## src/rtl/decode.sv

```systemverilog
// decode: instruction decode stage downstream of fetch.
// Classifies the older word of the 32-bit fetch window, registers the decoded
// fields and drives redirect controls back to fetch for flow-control words.
// Optional feature macro: DECODE_LONG_INSN_EN (enables the 32-bit format and SKIP).
module decode #(
  parameter int REDIRECT_HOLD = 2
) (
  input  logic        clock,
  input  logic        reset,
  input  logic [31:0] fetchoutput,
  output logic        dec_valid,
  output logic [1:0]  dec_class,
  output logic [3:0]  dec_opcode,
  output logic [5:0]  dec_rd,
  output logic [5:0]  dec_ra,
  output logic [5:0]  dec_rb,
  output logic [9:0]  dec_imm,
  output logic        dec_long,
  output logic        dec_illegal,
  output logic [2:0]  pcjumpenable,
  output logic [8:0]  pcchange,
  output logic [5:0]  pclocation,
  output logic        flush
);

  localparam int CW = (REDIRECT_HOLD > 1) ? $clog2(REDIRECT_HOLD) : 1;
  localparam logic [CW-1:0] HOLD_LOAD = CW'(REDIRECT_HOLD - 1);

  typedef enum logic [1:0] {RUN, SKIP, REDIRECT, DRAIN} state_t;

  state_t        state;
  logic [CW-1:0] hold_cnt;

  logic [15:0] old_w;
  logic        is_bubble;
  logic        is_long;
  logic        is_flow;
  logic        is_illegal;
  logic [2:0]  jump_cmd;
  logic [8:0]  pc_chg;
  logic [5:0]  pc_loc;
  logic [5:0]  f_rd;
  logic [5:0]  f_ra;
  logic [5:0]  f_rb;
  logic [9:0]  f_imm;

  assign old_w = fetchoutput[31:16];

`ifndef DECODE_LONG_INSN_EN
  // Newer word only matters for the 32-bit format.
  logic unused_new;
  assign unused_new = ^fetchoutput[15:0];
`endif

  // Classify the older word and assemble its fields and redirect command.
  always_comb begin
    is_bubble  = (old_w == 16'h0000) || (old_w == 16'h0001);
    is_long    = 1'b0;
    is_flow    = 1'b0;
    is_illegal = 1'b0;
    jump_cmd   = 3'd0;
    pc_chg     = 9'd0;
    pc_loc     = 6'd0;
    f_rd       = {3'b000, old_w[8:6]};
    f_ra       = {3'b000, old_w[5:3]};
    f_rb       = {3'b000, old_w[2:0]};
    f_imm      = {4'b0000, old_w[5:0]};
    if (is_bubble) begin
      is_illegal = 1'b0;
    end else if (old_w[15]) begin
`ifdef DECODE_LONG_INSN_EN
      if (old_w[14:13] == 2'b11) begin
        is_illegal = 1'b1;
      end else begin
        is_long = 1'b1;
        f_rd    = {fetchoutput[8:6], old_w[8:6]};
        f_ra    = {fetchoutput[5:3], old_w[5:3]};
        f_rb    = {fetchoutput[2:0], old_w[2:0]};
        f_imm   = {fetchoutput[12:9], old_w[5:0]};
      end
`else
      is_illegal = 1'b1;
`endif
    end else if (old_w[14:13] == 2'b11) begin
      case (old_w[12:9])
        4'd0: begin is_flow = 1'b1; jump_cmd = 3'd1; pc_chg = old_w[8:0]; end
        4'd1: begin is_flow = 1'b1; jump_cmd = 3'd4; pc_chg = old_w[8:0]; end
        4'd2: begin is_flow = 1'b1; jump_cmd = 3'd2; pc_loc = old_w[5:0]; end
        4'd3: begin is_flow = 1'b1; jump_cmd = 3'd3; pc_loc = old_w[5:0]; end
        default: is_illegal = 1'b1;
      endcase
    end else begin
      is_flow = 1'b0;
    end
  end

  // Decode FSM: registers all outputs and sequences skip/redirect/drain.
  always_ff @(posedge clock) begin
    if (reset) begin
      state        <= RUN;
      hold_cnt     <= '0;
      dec_valid    <= 1'b0;
      dec_class    <= 2'd0;
      dec_opcode   <= 4'd0;
      dec_rd       <= 6'd0;
      dec_ra       <= 6'd0;
      dec_rb       <= 6'd0;
      dec_imm      <= 10'd0;
      dec_long     <= 1'b0;
      dec_illegal  <= 1'b0;
      pcjumpenable <= 3'd0;
      pcchange     <= 9'd0;
      pclocation   <= 6'd0;
      flush        <= 1'b0;
    end else begin
      dec_valid   <= 1'b0;
      dec_long    <= 1'b0;
      dec_illegal <= 1'b0;
      flush       <= 1'b0;
      case (state)
        RUN: begin
          if (is_bubble) begin
            state <= RUN;
          end else if (is_illegal) begin
            dec_illegal <= 1'b1;
            state       <= RUN;
          end else begin
            dec_valid  <= 1'b1;
            dec_long   <= is_long;
            dec_class  <= old_w[14:13];
            dec_opcode <= old_w[12:9];
            dec_rd     <= f_rd;
            dec_ra     <= f_ra;
            dec_rb     <= f_rb;
            dec_imm    <= f_imm;
            if (is_long) begin
              state <= SKIP;
            end else if (is_flow) begin
              pcjumpenable <= jump_cmd;
              pcchange     <= pc_chg;
              pclocation   <= pc_loc;
              hold_cnt     <= HOLD_LOAD;
              state        <= REDIRECT;
            end else begin
              state <= RUN;
            end
          end
        end
        SKIP: state <= RUN;
        REDIRECT: begin
          if (hold_cnt == '0) begin
            pcjumpenable <= 3'd0;
            flush        <= 1'b1;
            state        <= DRAIN;
          end else begin
            hold_cnt <= hold_cnt - 1'b1;
          end
        end
        DRAIN: state <= RUN;
        default: state <= RUN;
      endcase
    end
  end

endmodule

```

## config.mk

```make
export PLATFORM = sky130hd
export DESIGN_NAME = decode
export DESIGN_NICKNAME = d
export VERILOG_FILES = /design/src/rtl/decode.sv
export SDC_FILE = /design/constraint.sdc
export NUM_CORES = 1
export LEC_CHECK = 0
export ABC_AREA = 1
export BUFFER_PORTS_ARGS = -buffer_cell sky130_fd_sc_hd__clkbuf_2
export CAP_MARGIN = 0
export CELL_PAD_IN_SITES_DETAIL_PLACEMENT = 2
export CELL_PAD_IN_SITES_GLOBAL_PLACEMENT = 2
export CORE_MARGIN = 2
export CORE_UTILIZATION = 24
export CTS_BUF_LIST = sky130_fd_sc_hd__clkbuf_8
export CTS_CLUSTER_DIAMETER = 50
export DETAILED_ROUTE_END_ITERATION = 16
export GPL_TIMING_DRIVEN = 0
export PLACE_DENSITY_LB_ADDON = 0.1
export SLEW_MARGIN = 20
export SYNTH_ARGS = -nofsm -noshare
export SYNTH_HDL_FRONTEND = slang
export SYNTH_SLANG_ARGS = --single-unit
```

## constraint.sdc

```tcl
create_clock -name clock -period 1.65 [get_ports clock]
set_input_delay 0.165 -clock clock [delete_from_list [all_inputs] [get_ports clock]]
set_output_delay 0.165 -clock clock [all_outputs]
set_load 0.01 [all_outputs]
```

Word-level counts from Yosys, hierarchy flattened
Index checks and enable logic that the tools add are counted.

storage, ports and cells
  register bits after elaboration = 45
  input port bits = 34
  word-level logic and storage cells = 81

cells by class
  add/sub/neg operators = 1
  equal/unequal tests = 12
  multiplexer cells = 35
  bitwise gates (word level) = 4
  reductions and logical operators = 15

operator list
  cell                 number
  $mux 9               3
  $mux 3               6
  $mux 6               3
  $eq 16x1->1 const B  1
  $logic_not 16->1     1
  $mux 1               15
  $pmux 3 s4           1
  $eq 4x2->1 const B   2
  $mux 2               4
  $ne 2x2->1 const B   4
  $reduce_and 4->1     2
  $reduce_or 2->1      4
  $eq 2x2->1 const B   3
  $pmux 2 s3           1
  $pmux 3 s2           1
  $reduce_and 5->1     1
  $eq 4x1->1 const B   1
  $logic_not 4->1      1
  $not 1->1            4
  $reduce_or 4->1      1
  $reduce_and 3->1     1
  $reduce_or 3->1      1
  $eq 2x1->1 const B   1
  $logic_not 2->1      1
  4 further kinds      4

Depth between registers and ports, before layout
Gate-level depths: netlist (run 1).

  depth in word-level cells = 10
  depth in mapped cells = 9
  gate-level depth less buffers = 8

Worst setup path after synthesis (run 1)
OpenSTA, ideal clock, no wires.

  kind = reg2reg
  start = reg state[0]
  end = reg pcchange[8]
  data arrival time = 1.112 ns
  required time = 1.533 ns
  slack = 0.421 ns
  cell stages (with the launch flop) = 6
  path buffers = 1
  clock period less this slack = 1.229 ns
  cell sequence = dfxtp_1 -> nor2_4 -> nand4_2 -> buf_2 -> a21oi_1 -> nor2_1

between the ends
  cells in the longest elaborated chain, start to end = 2

RTL lines
  what                        RTL line  RTL
  start, declared             31        state_t state;
  start signal, assigned      100       state <= RUN;
  start signal, assigned      123       state <= RUN;
  start signal, assigned      126       state <= RUN;
  $logic_not 2->1             120       case (state)
  $reduce_and 4->1 (no line)  n/a
  end signal, assigned        140       pcchange <= pc_chg;
  end, declared               21        output logic [8:0] pcchange,

Every way passes these cells.
A chain may end at the register's enable or synchronous reset.

Worst setup path after layout (run 1)
  start = reg state[0]
  end = reg pclocation[2]

between the ends
  cells in the longest elaborated chain, start to end = 2

RTL lines
  what                        RTL line  RTL
  $logic_not 2->1             120
  $reduce_and 4->1 (no line)  n/a
  end signal, assigned        141       pclocation <= pc_loc;
  end, declared               22        output logic [5:0] pclocation,

Every way passes these cells.

==> results of run 1 <==
[how the worst max path moves through the flow]
stage | startpoint | to | slack, ps | depth (start not counted)
after floorplan | state[0]$_SDFFE_PP0N_ | pcchange[8]$_SDFFE_PP0P_ | 420 | 5
after global placement | state[0]$_SDFFE_PP0N_ | pcchange[8]$_SDFFE_PP0P_ | 110 | 5
after detailed placement | state[0]$_SDFFE_PP0N_ | pcchange[8]$_SDFFE_PP0P_ | 90 | 5
after CTS | state[0]$_SDFFE_PP0N_ | pcchange[8]$_SDFFE_PP0P_ | 70 | 5
after global routing | state[0]$_SDFFE_PP0N_ | pclocation[2]$_SDFFE_PP0P_ | 20 | 6
final | state[0]$_SDFFE_PP0N_ | pclocation[2]$_SDFFE_PP0P_ | 160 | 6
[metrics by stage]
| step | std cells | power [uW] |
|---|---|---|
| after global placement | 454 | 1375 |
| final | 462 | 2181 |
| after global routing | 462 | 2311 |
| after floorplan | 293 | 1252 |
| after detailed placement | 454 | 1385 |
| after CTS | 462 | 2223 |
[power by group through the flow]
stage                     logic (uW)  clock network (uW)  registers [uW]
after global placement           354                   0            1020
final                            358                 823             999
after floorplan                  214                   0            1040
after CTS                        364                 858            1000
after detailed placement         362                   0            1020
after global routing             410                 895            1010
[synthesized netlist by cell type (all sizes together)]
cell type,instances,area [um2]
conb,1,3.750
clkinv,1,3.750
buf,26,191.4
nand2,62,242.7
nand4,16,106.4
nor3,3,15.01
o21ai,1,5.000
inv,52,195.2
nor2,36,157.7
clkbuf,3,11.26
dfxtp,39,780.8
a21oi,23,126.4
nand3,17,102.6
[metal layers]
layer / GRT usage, % / up-vias / share of wire (%)
met5: 0 / - / 0
met4: 4.348 / 0 / 1.2
met3: 3.130 / 7 / 4.7
met2: 24.29 / 45 / 47
met1: 18.03 / 901 / 47
li1: - / 979 / -
[state kept, by name, summed over array words and instances (netlist names)]
signal,cells
pclocation,6
hold_cnt,1
dec_illegal,1
pcjumpenable,3
state,2
flush,1
pcchange,9
dec_opcode,4
dec_valid,1
dec_class,2
dec_rd,3
dec_imm,6
[final cells by class]
type,count,area (um2)
Fill cell,994,5233
Multi-Input combinational cell,172,817.0
Sequential cell,39,780.7
Timing Repair Buffer,59,295.3
Buffer,29,202.7
Inverter,53,198.9
Tap cell,102,127.6
Clock buffer,5,68.82
Clock inverter,3,43.79
[layout by cell type, fill, tap and decap left out, types with 5 or more instances in the layout]
cell type  count
nand2_1       60
clkbuf_2      59
inv_1         47
dfxtp_1       39
nor2_1        31
a21oi_1       22
buf_4         20
nand3_1       15
nand4_1       15
conb_1        14
inv_2          5
clkbuf_8       5
[logic make-up (layout without fill, tap and decap cells)]
logic type	Yosys count	after routing	share of synthesized area (%)
other	1	14	0.1931
DFF	39	39	40.21
and+or+nand+nor	134	134	32.15
AOI/OAI and AO/OA	24	24	6.766
buffers and inverters	82	149	20.68
[critical path, delay by kind of cell, from the launching register on]
family | cells | cell delay [ps]
AND/OR/NAND/NOR | 3 | 600
flip-flops | 1 | 340
buffers and inverters | 2 | 310
AO/OA/AOI/OAI | 1 | 160
==> impl_results.md, run 1 <==
- Crit path arrival time: 1720 ps
- Total number of placement rows: 32
- Endpoint, Worst Hold: pclocation[4]$_SDFFE_PP0P_
- Chip width: 93.95 um
- Final critical delay including setup and external delays: 1486 ps
- Minimum setup slack in the final design: 163.9 ps
- Final number of max-transition violations: 0
- WS Path Type: reg -> reg
- Clock share of power: 37.8%
- Clock insertion delay at the later pin of the skew report: 300 ps
- Worst r2r src: state[0]$_SDFFE_PP0N_
- Final instance area: 0.002535 mm2
- Power Dens Cells: 860.2 mW/mm2
- Global router's overall resource usage: 14.30%
- Setup slack on the worst flop-to-flop path: 160 ps
- Antenna violations before repair: 0
- Buffers on Ports: 59
- WL final: 5784 um
- Share of final-layout standard cells stronger than drive strength 1: 30.00%
- Stage delay of the slowest cell on the critical path: 340 ps
- Post-CTS Hold Buffers: 0
- Final setup fails: 0
- Post-place instance area: 0.002414 mm2
- Initial DRC Count: 27
- Final core utilization: 32.64%
- Clock root cell: clkbuf_8
- Count of clock tree sinks: 39
- Number of global-route vias before repair: 1938
- Routed wire length per instance: 12.52 um
- Post-Syn Instances: 280
- Hold Crit Class: in -> reg
- Gate power share: 16.4%
- Pin count of the biggest net entering global routing: 14
- YS warnings: 0
- Initial cell density of the core: 25.00%
- RSZ-0062 raised after global routing: no
- P_leak: 0.001343 uW
- Core Box Area: 0.007767 mm2
- Sequential fraction of design power: 45.8%
- Launch instance of the worst min-delay path: reset
- Fraction of the yosys area taken by sequential cells: 40.21%
- Clock slew at reported path FFs: 90 ps
- Weighted congestion reported at the end of routability-driven placement: 0.7221
- Post-layout nets: 393
- Crit path required time: 1880 ps
- Post-DRT Antenna Nets: 0
- Average cell area after synthesis: 6.935 um2
- First-pass GRT wire length: 9791 um
- Top-level port count: 90
- Switching share of power: 27.82%
- Worst setup skew after layout: 7.947 ps
- Buffer depth of the longest clock path: 2
- Cell area after technology mapping: 0.001942 mm2
- Clock tree from TritonCTS: yes
- Seq cells post-synth: 39
- Maximum vdd ir drop: 0.0002929 V
- Floorplan die area: 0.008827 mm2
- Die extent in y: 93.95 um
- Top achievable clock speed: 672.9 MHz
- Count of cell types in the netlist: 25
- Worst Hold Depth: 2
- CTS H-Tree Depth: 2
- Worst path most repeated cell: nor2_4
- Reg2Reg Capture Point: pclocation[2]$_SDFFE_PP0P_
- Antenna diode count: 0
- Quantity of gates resized following cts: 0
- Overall via count from detail_route: 1932
- Kind of launch point of the worst setup path: flip-flop
- Tcrit/Tclk final: 90.07%
- Number of remaining DRC errors: 0
- Pre-CTS WS: 85.69 ps
- Total clock buffers created by CTS: 5
- Crit path cell chain: nor2_4 > inv_1 > nor2_4 > buf_6 > nand3_1 > a21oi_1
- Setup crit end kind: flip-flop
- Max_cap viols: 0
- DR vias/cell: 4.182
- Overall overflow remaining after global route: 0
- First-pass iteration count of the detailed router: 4
- Psw: 606.5 uW
- Final Hold Violating Endpoints: 0
- Setup bufs post-CTS: 0
- Slowest stage cell on the critical path: dfxtp_1
- Setup TNS after final layout: 0 ps
- Area grow syn2layout: 30.54%
- Run status: complete, no violations
- Depth of the most critical reg-to-reg path: 6
- Cell Int Power: 1574 uW
- Post-DP HPWL: 4604 um
- Hold Slack: 79.84 ps
- Max FO, Critical Path: 10
No activity file was read; power rests on OpenSTA's default activity.
==> run 2, diff against run 1 <==
Settings changed: CORE_UTILIZATION 24 to 23, CTS_BUF_LIST sky130_fd_sc_hd__clkbuf_8 to sky130_fd_sc_hd__clkbuf_8 sky130_fd_sc_hd__clkbuf_16.
==> run 2 against run 1 <==
Sequential share of layout area fell by 0.091 points. Routed wire length rose by 1.1%. Utilization fell by 1.7 points. Cell area rose by 0.30%. Critical path depth did not move. Critical path type unchanged. Largest cell class unchanged.
==> impl_results.md, run 2 (same netlist as run 1, synthesis figures left out) <==
- Worst Hold Depth: 2 (unchanged)
- Registers with the most flip-flops: pcchange (9), dec_imm (6), pclocation (6)
- Top-level port count: 90 (unchanged)
- Crit path required time: 1880 ps (about the same)
- Hold Crit Class: in -> reg
- Clock root cell: clkbuf_8
- Final critical delay including setup and external delays: 1479 ps (-7.384 ps)
- Post-DP HPWL: 4704 um (+2.2%)
- WL final: 5846 um (+1.1%)
- Register name with the most flops: pcchange
- Post-CTS Hold Buffers: 0 (unchanged)
- Top library cells by usage in the layout, fill and taps aside: nand2_1 (60), clkbuf_2 (59), inv_1 (47)
- Most frequent standard cell in the layout excluding fill and tap cells: nand2_1
- RSZ-0062 raised after global routing: no
- Final Hold Violating Endpoints: 0 (unchanged)
- Count of clock tree sinks: 39 (unchanged)
- Met3 capacity usage during global routing: 2.741% (-0.39 points)
- Floorplan die area: 0.009194 mm2 (+4.2%)
- First-pass GRT wire length: 9287 um (-5.1%)
- Overall via count from detail_route: 1926 (-0.31%)
- Minimum setup slack in the final design: 171.2 ps (+7.384 ps)
- Weighted congestion reported at the end of routability-driven placement: 0.7525 (+4.2%)
- Kind of launch point of the worst setup path: flip-flop
- Setup TNS after final layout: 0 ps (unchanged)
- P_leak: 0.001344 uW (about the same)
- DR vias/cell: 4.142 (-0.95%)
- Max_cap viols: 0 (unchanged)
- Clock insertion delay at the later pin of the skew report: 300 ps (about the same)
- Initial DRC Count: 30 (+11%)
- Setup crit end kind: flip-flop
- Pin count of the biggest net entering global routing: 15 (+1)
- Share of final-layout standard cells stronger than drive strength 1: 30.00% (unchanged)
- Worst setup skew after layout: 7.772 ps (-0.1742 ps)
- Grt peak-use layer: met2
- Number of global-route vias before repair: 1916 (-1.1%)
- Overall overflow remaining after global route: 0 (unchanged)
- Total number of placement rows: 33 (+3.1%)
- Clock slew at reported path FFs: 90 ps (about the same)
- Met2 GRT Util: 22.79% (-1.5 points)
- Run status: complete, no violations
- Max FO, Critical Path: 10 (unchanged)
- CTS H-Tree Depth: 2 (unchanged)
- Initial cell density of the core: 23.63% (-1.4 points)
- Post-DRT Antenna Nets: 0 (unchanged)
- Number of remaining DRC errors: 0 (unchanged)
- Final setup fails: 0 (unchanged)
- Buffer depth of the longest clock path: 2 (unchanged)
- Chip width: 95.89 um (+2.1%)
- Maximum vdd ir drop: 0.0003215 V (+9.8%)
- Pre-CTS WS: 71.57 ps (-14.12 ps)
- Buffers on Ports: 59 (unchanged)
- Core Box Area: 0.008217 mm2 (+5.8%)
- GRT met1 Usage: 16.63% (-1.4 points)
- Top achievable clock speed: 676.2 MHz (+0.50%)
- Area grow syn2layout: 30.93%
- Routed wire length per instance: 12.57 um (+0.42%)
- First-pass iteration count of the detailed router: 4 (unchanged)
- Antenna diode count: 0 (unchanged)
- WS Path Type: reg -> reg
- Tcrit/Tclk final: 89.62% (-0.45 points)
- Clock tree from TritonCTS: yes
- Die extent in y: 95.89 um (+2.1%)
- Final number of max-transition violations: 0 (unchanged)
- Depth of the most critical reg-to-reg path: 6 (unchanged)
- Max reg flops: 9 (unchanged)
- Total clock buffers created by CTS: 5 (unchanged)
- Fillers: 1062 (+6.8%)
- Post-layout nets: 393 (unchanged)
- Crit path arrival time: 1710 ps (about the same)
- Global router's overall resource usage: 13.25% (-1.0 points)
- Final core utilization: 30.94% (-1.7 points)
- Power Dens Cells: 863.6 mW/mm2 (+0.40%)
- Antenna violations before repair: 0 (unchanged)
[run 2: through the flow]
step	cells	instance area (um2)	total power, uW	hold WS, ps
2_1_floorplan	293	1991	1252	234.1
3_3_place_gp	457	2417	1376	404.3
3_5_place_dp	457	2417	1388	409.4
4_1_cts	465	2534	2244	75.36
5_1_grt	465	2542	2331	79.82
6_report	465	2542	2196	84.17
[run 2: per-layer routing]
layer | part of all wire [%] | vias to the layer above
li1 | - | 979
met1 | 46 | 897
met2 | 48 | 43
met3 | 4.0 | 7
met4 | 1.3 | 0
met5 | 0 | -
[run 2: layout make-up]
cell class | instances | area, um2 | area share (%)
sequential | 39 | 780.7 | 30.71
timing repair buffer | 59 | 295.3 | 11.61
clock inverter | 3 | 47.55 | 1.870
buffer | 29 | 202.7 | 7.972
tap | 105 | 131.4 | 5.167
inverter | 53 | 198.9 | 7.825
clock buffer | 5 | 68.82 | 2.707
multi-input combinational | 172 | 817.0 | 32.14
[run 2: path summary, 6_finish.rpt]
path / from / end / slack [ps]
setup / recovery: state[0]$_SDFFE_PP0N_ / pclocation[1]$_SDFFE_PP0P_ / 170
hold / removal: reset / pclocation[3]$_SDFFE_PP0P_ / 80
setup reg to reg: state[0]$_SDFFE_PP0N_ / pclocation[1]$_SDFFE_PP0P_ / 170
hold reg to reg: hold_cnt$_SDFFE_PP0P_ / hold_cnt$_SDFFE_PP0P_ / 470
[run 2: worst max-delay path: stages (launching register included)]
cell     delay [ps]
dfxtp_1         340
nor2_4          300
inv_1           140
nor2_4          220
buf_6           170
nand3_1          70
a21oi_1         160
[run 2: timing repair]
action | CTS | global route
gates resized for setup | 0 | 1
setup buffers | 0 | 0
endpoints found under the setup margin | 0 | 1
[run 2: power by group]
group	total (uW)	switching [uW]	leakage [uW]	internal [uW]
Combinational	358	214	0.000966	144
Sequential	1000	20.7	0.000318	979
Clock	838	379	0.0000587	459
Total	2200	614	0.00134	1580
==> run 3, diff against run 2 <==
Settings changed: CORE_MARGIN 2 to 1.5, SETUP_SLACK_MARGIN set to 0.02.
==> run 3 against run 2 <==
Register-to-register slack gained 20 ps. Routed wire length decreased by 0.39%. Hold slack improved by 9.7 ps. Non-clock buffer count unchanged. Sequential power is essentially flat. First-iteration DRC count decreased by 20%. Maximum frequency grew 1.1%. Final cell count unchanged. Combinational power about the same. Sequential share of layout area is 0.24 points lower.
==> impl_results.md, run 3 (same netlist as run 1, synthesis figures left out) <==
- Run status: complete, no violations
- Register name with the most flops: pcchange
- Top-level port count: 90 (unchanged)
- Area grow syn2layout: 31.96%
- Routed wire length per instance: 12.52 um (-0.39%)
- First-pass GRT wire length: 9563 um (+3.0%)
- Weighted congestion reported at the end of routability-driven placement: 0.7453 (-0.96%)
- Core Box Area: 0.008217 mm2 (unchanged)
- Floorplan die area: 0.009003 mm2 (-2.1%)
- WS Path Type: reg -> reg
- Initial DRC Count: 24 (-20%)
- Sequential cell area: 780.7 um2 (unchanged)
- Quantity of gates resized following cts: 0 (unchanged)
- First-pass iteration count of the detailed router: 4 (unchanged)
- Setup crit end kind: flip-flop
- Maximum vdd ir drop: 0.0002564 V (-20%)
- Gate power share: 15.4% (-0.9 points)
- Die extent in y: 94.89 um (-1.0%)
- Final setup fails: 0 (unchanged)
- Fillers: 1053 (-0.85%)
- Worst Hold Depth: 2 (unchanged)
- Switching share of power: 26.01% (-1.9 points)
- Number of global-route vias before repair: 1970 (+2.8%)
- Depth of the most critical reg-to-reg path: 6 (unchanged)
- Crit path required time: 1880 ps (about the same)
- Psw: 607.1 uW (-1.1%)
- Most frequent standard cell in the layout excluding fill and tap cells: nand2_1
- Hold Crit Class: in -> reg
- Post-place instance area: 0.002417 mm2 (unchanged)
- Cell Int Power: 1727 uW (+9.1%)
- Clock share of power: 41.8% (+3.6 points)
- Overall overflow remaining after global route: 0 (unchanged)
- Kind of launch point of the worst setup path: flip-flop
- Critical path depth: 6 (unchanged)
- Clock root cell: clkbuf_8
- Setup TNS after final layout: 0 ps (unchanged)
- Multi-input gate area: 817.0 um2 (unchanged)
- Count of clock tree sinks: 39 (unchanged)
- Total number of placement rows: 33 (unchanged)
- Final instance area: 0.002562 mm2 (+0.79%)
- DR vias/cell: 4.153 (+0.26%)
- Max_cap viols: 0 (unchanged)
- Tcrit/Tclk final: 88.69% (-0.93 points)
- Power Dens Cells: 910.8 mW/mm2 (+5.5%)
- Buffer depth of the longest clock path: 2 (unchanged)
- Crit path cell chain: nor2_4 > inv_1 > nor2_4 > buf_6 > nand3_1 > a21oi_1
- Buffers and inverters on the worst path: 2 (unchanged)
- Top library cells by usage in the layout, fill and taps aside: nand2_1 (60), clkbuf_2 (59), inv_1 (47)
- WL final: 5823 um (-0.39%)
- Clock insertion delay at the later pin of the skew report: 300 ps (about the same)
- Final number of max-transition violations: 0 (unchanged)
- Delay-heaviest family, CP: simple AND/OR/NAND/NOR gates
- Total clock buffers created by CTS: 5 (unchanged)
- Final critical delay including setup and external delays: 1463 ps (-15.40 ps)
- Max reg flops: 9 (unchanged)
- Number of remaining DRC errors: 0 (unchanged)
- Pin count of the biggest net entering global routing: 14 (-1)
- Antenna diode count: 0 (unchanged)
- Overall via count from detail_route: 1931 (+0.26%)
- Clock slew at reported path FFs: 80 ps (about the same)
- Initial cell density of the core: 23.63% (unchanged)
- Worst path most repeated cell: nor2_4
- Post-layout nets: 393 (unchanged)
- Filler-free cell count of the finished design: 465 (unchanged)
- Setup bufs post-CTS: 0 (unchanged)
- Crit path arrival time: 1700 ps (about the same)
- Post-DRT Antenna Nets: 0 (unchanged)
- Buffers on Ports: 59 (unchanged)
- Sequential fraction of design power: 42.9% (-2.6 points)
- Top achievable clock speed: 683.4 MHz (+1.1%)
- Worst setup skew after layout: 7.430 ps (-0.3421 ps)
- CTS H-Tree Depth: 2 (unchanged)
- Share of final-layout standard cells stronger than drive strength 1: 30.00% (unchanged)
- Global router's overall resource usage: 13.83% (+0.59 points)
- Slowest stage cell on the critical path: dfxtp_1
- # placed instances: 457 (unchanged)
- Clock tree from TritonCTS: yes
- Chip width: 94.89 um (-1.0%)
- Final Hold Violating Endpoints: 0 (unchanged)
- RSZ-0062 raised after global routing: no
- Post-DP HPWL: 4657 um (-1.0%)
- Post-CTS Hold Buffers: 0 (unchanged)
- Antenna violations before repair: 0 (unchanged)
- P_leak: 0.001349 uW (+0.42%)
- Max FO, Critical Path: 10 (unchanged)
- Registers with the most flip-flops: pcchange (9), dec_imm (6), pclocation (6)
- Stage delay of the slowest cell on the critical path: 340 ps (about the same)
-- run 3: routing by layer --
layer	global-route usage, %	share of wire, %	up-vias
met1	17.87	47	901
met3	2.657	3.9	6
met5	0	0	-
met4	4.104	1.3	0
li1	-	-	983
met2	23.15	47	41
-- run 3: power groups by stage --
stage	clock network (uW)	registers [uW]	logic [uW]
floorplan	0	1040	214
global placement	0	1020	355
detailed placement	0	1020	362
CTS	1010	1000	365
global route	1050	1010	410
finish	975	1000	358
-- run 3: area by class of cell --
cell class                      instances  share of cell area [%]
Clock buffer                            5                   2.686
Timing Repair Buffer                   59                   11.52
Multi-Input combinational cell        172                   31.88
Inverter                               53                   7.764
Clock inverter                          3                   2.637
Tap cell                              105                   5.127
Buffer                                 29                   7.910
Sequential cell                        39                   30.47
-- run 3: stage by stage --
step	setup slack, ps	hold WS (ps)	total power [uW]	utilization (%)
final	186.6	93.83	2334	31.19
after global placement	114.2	406.5	1376	29.42
after CTS	86.11	86.01	2380	31.08
after global routing	43.98	97.82	2463	31.19
after detailed placement	94.83	415.2	1386	29.42
after floorplan	421.4	234.1	1252	-
-- run 3: path summary, 6_finish.rpt --
kind	start	end	slack, ps
setup / recovery	state[0]$_SDFFE_PP0N_	pcchange[6]$_SDFFE_PP0P_	190
hold / removal	reset	pclocation[3]$_SDFFE_PP0P_	90
setup reg to reg	state[0]$_SDFFE_PP0N_	pcchange[6]$_SDFFE_PP0P_	190
hold reg to reg	pcjumpenable[1]$_SDFFE_PP0P_	pcjumpenable[1]$_SDFFE_PP0P_	470
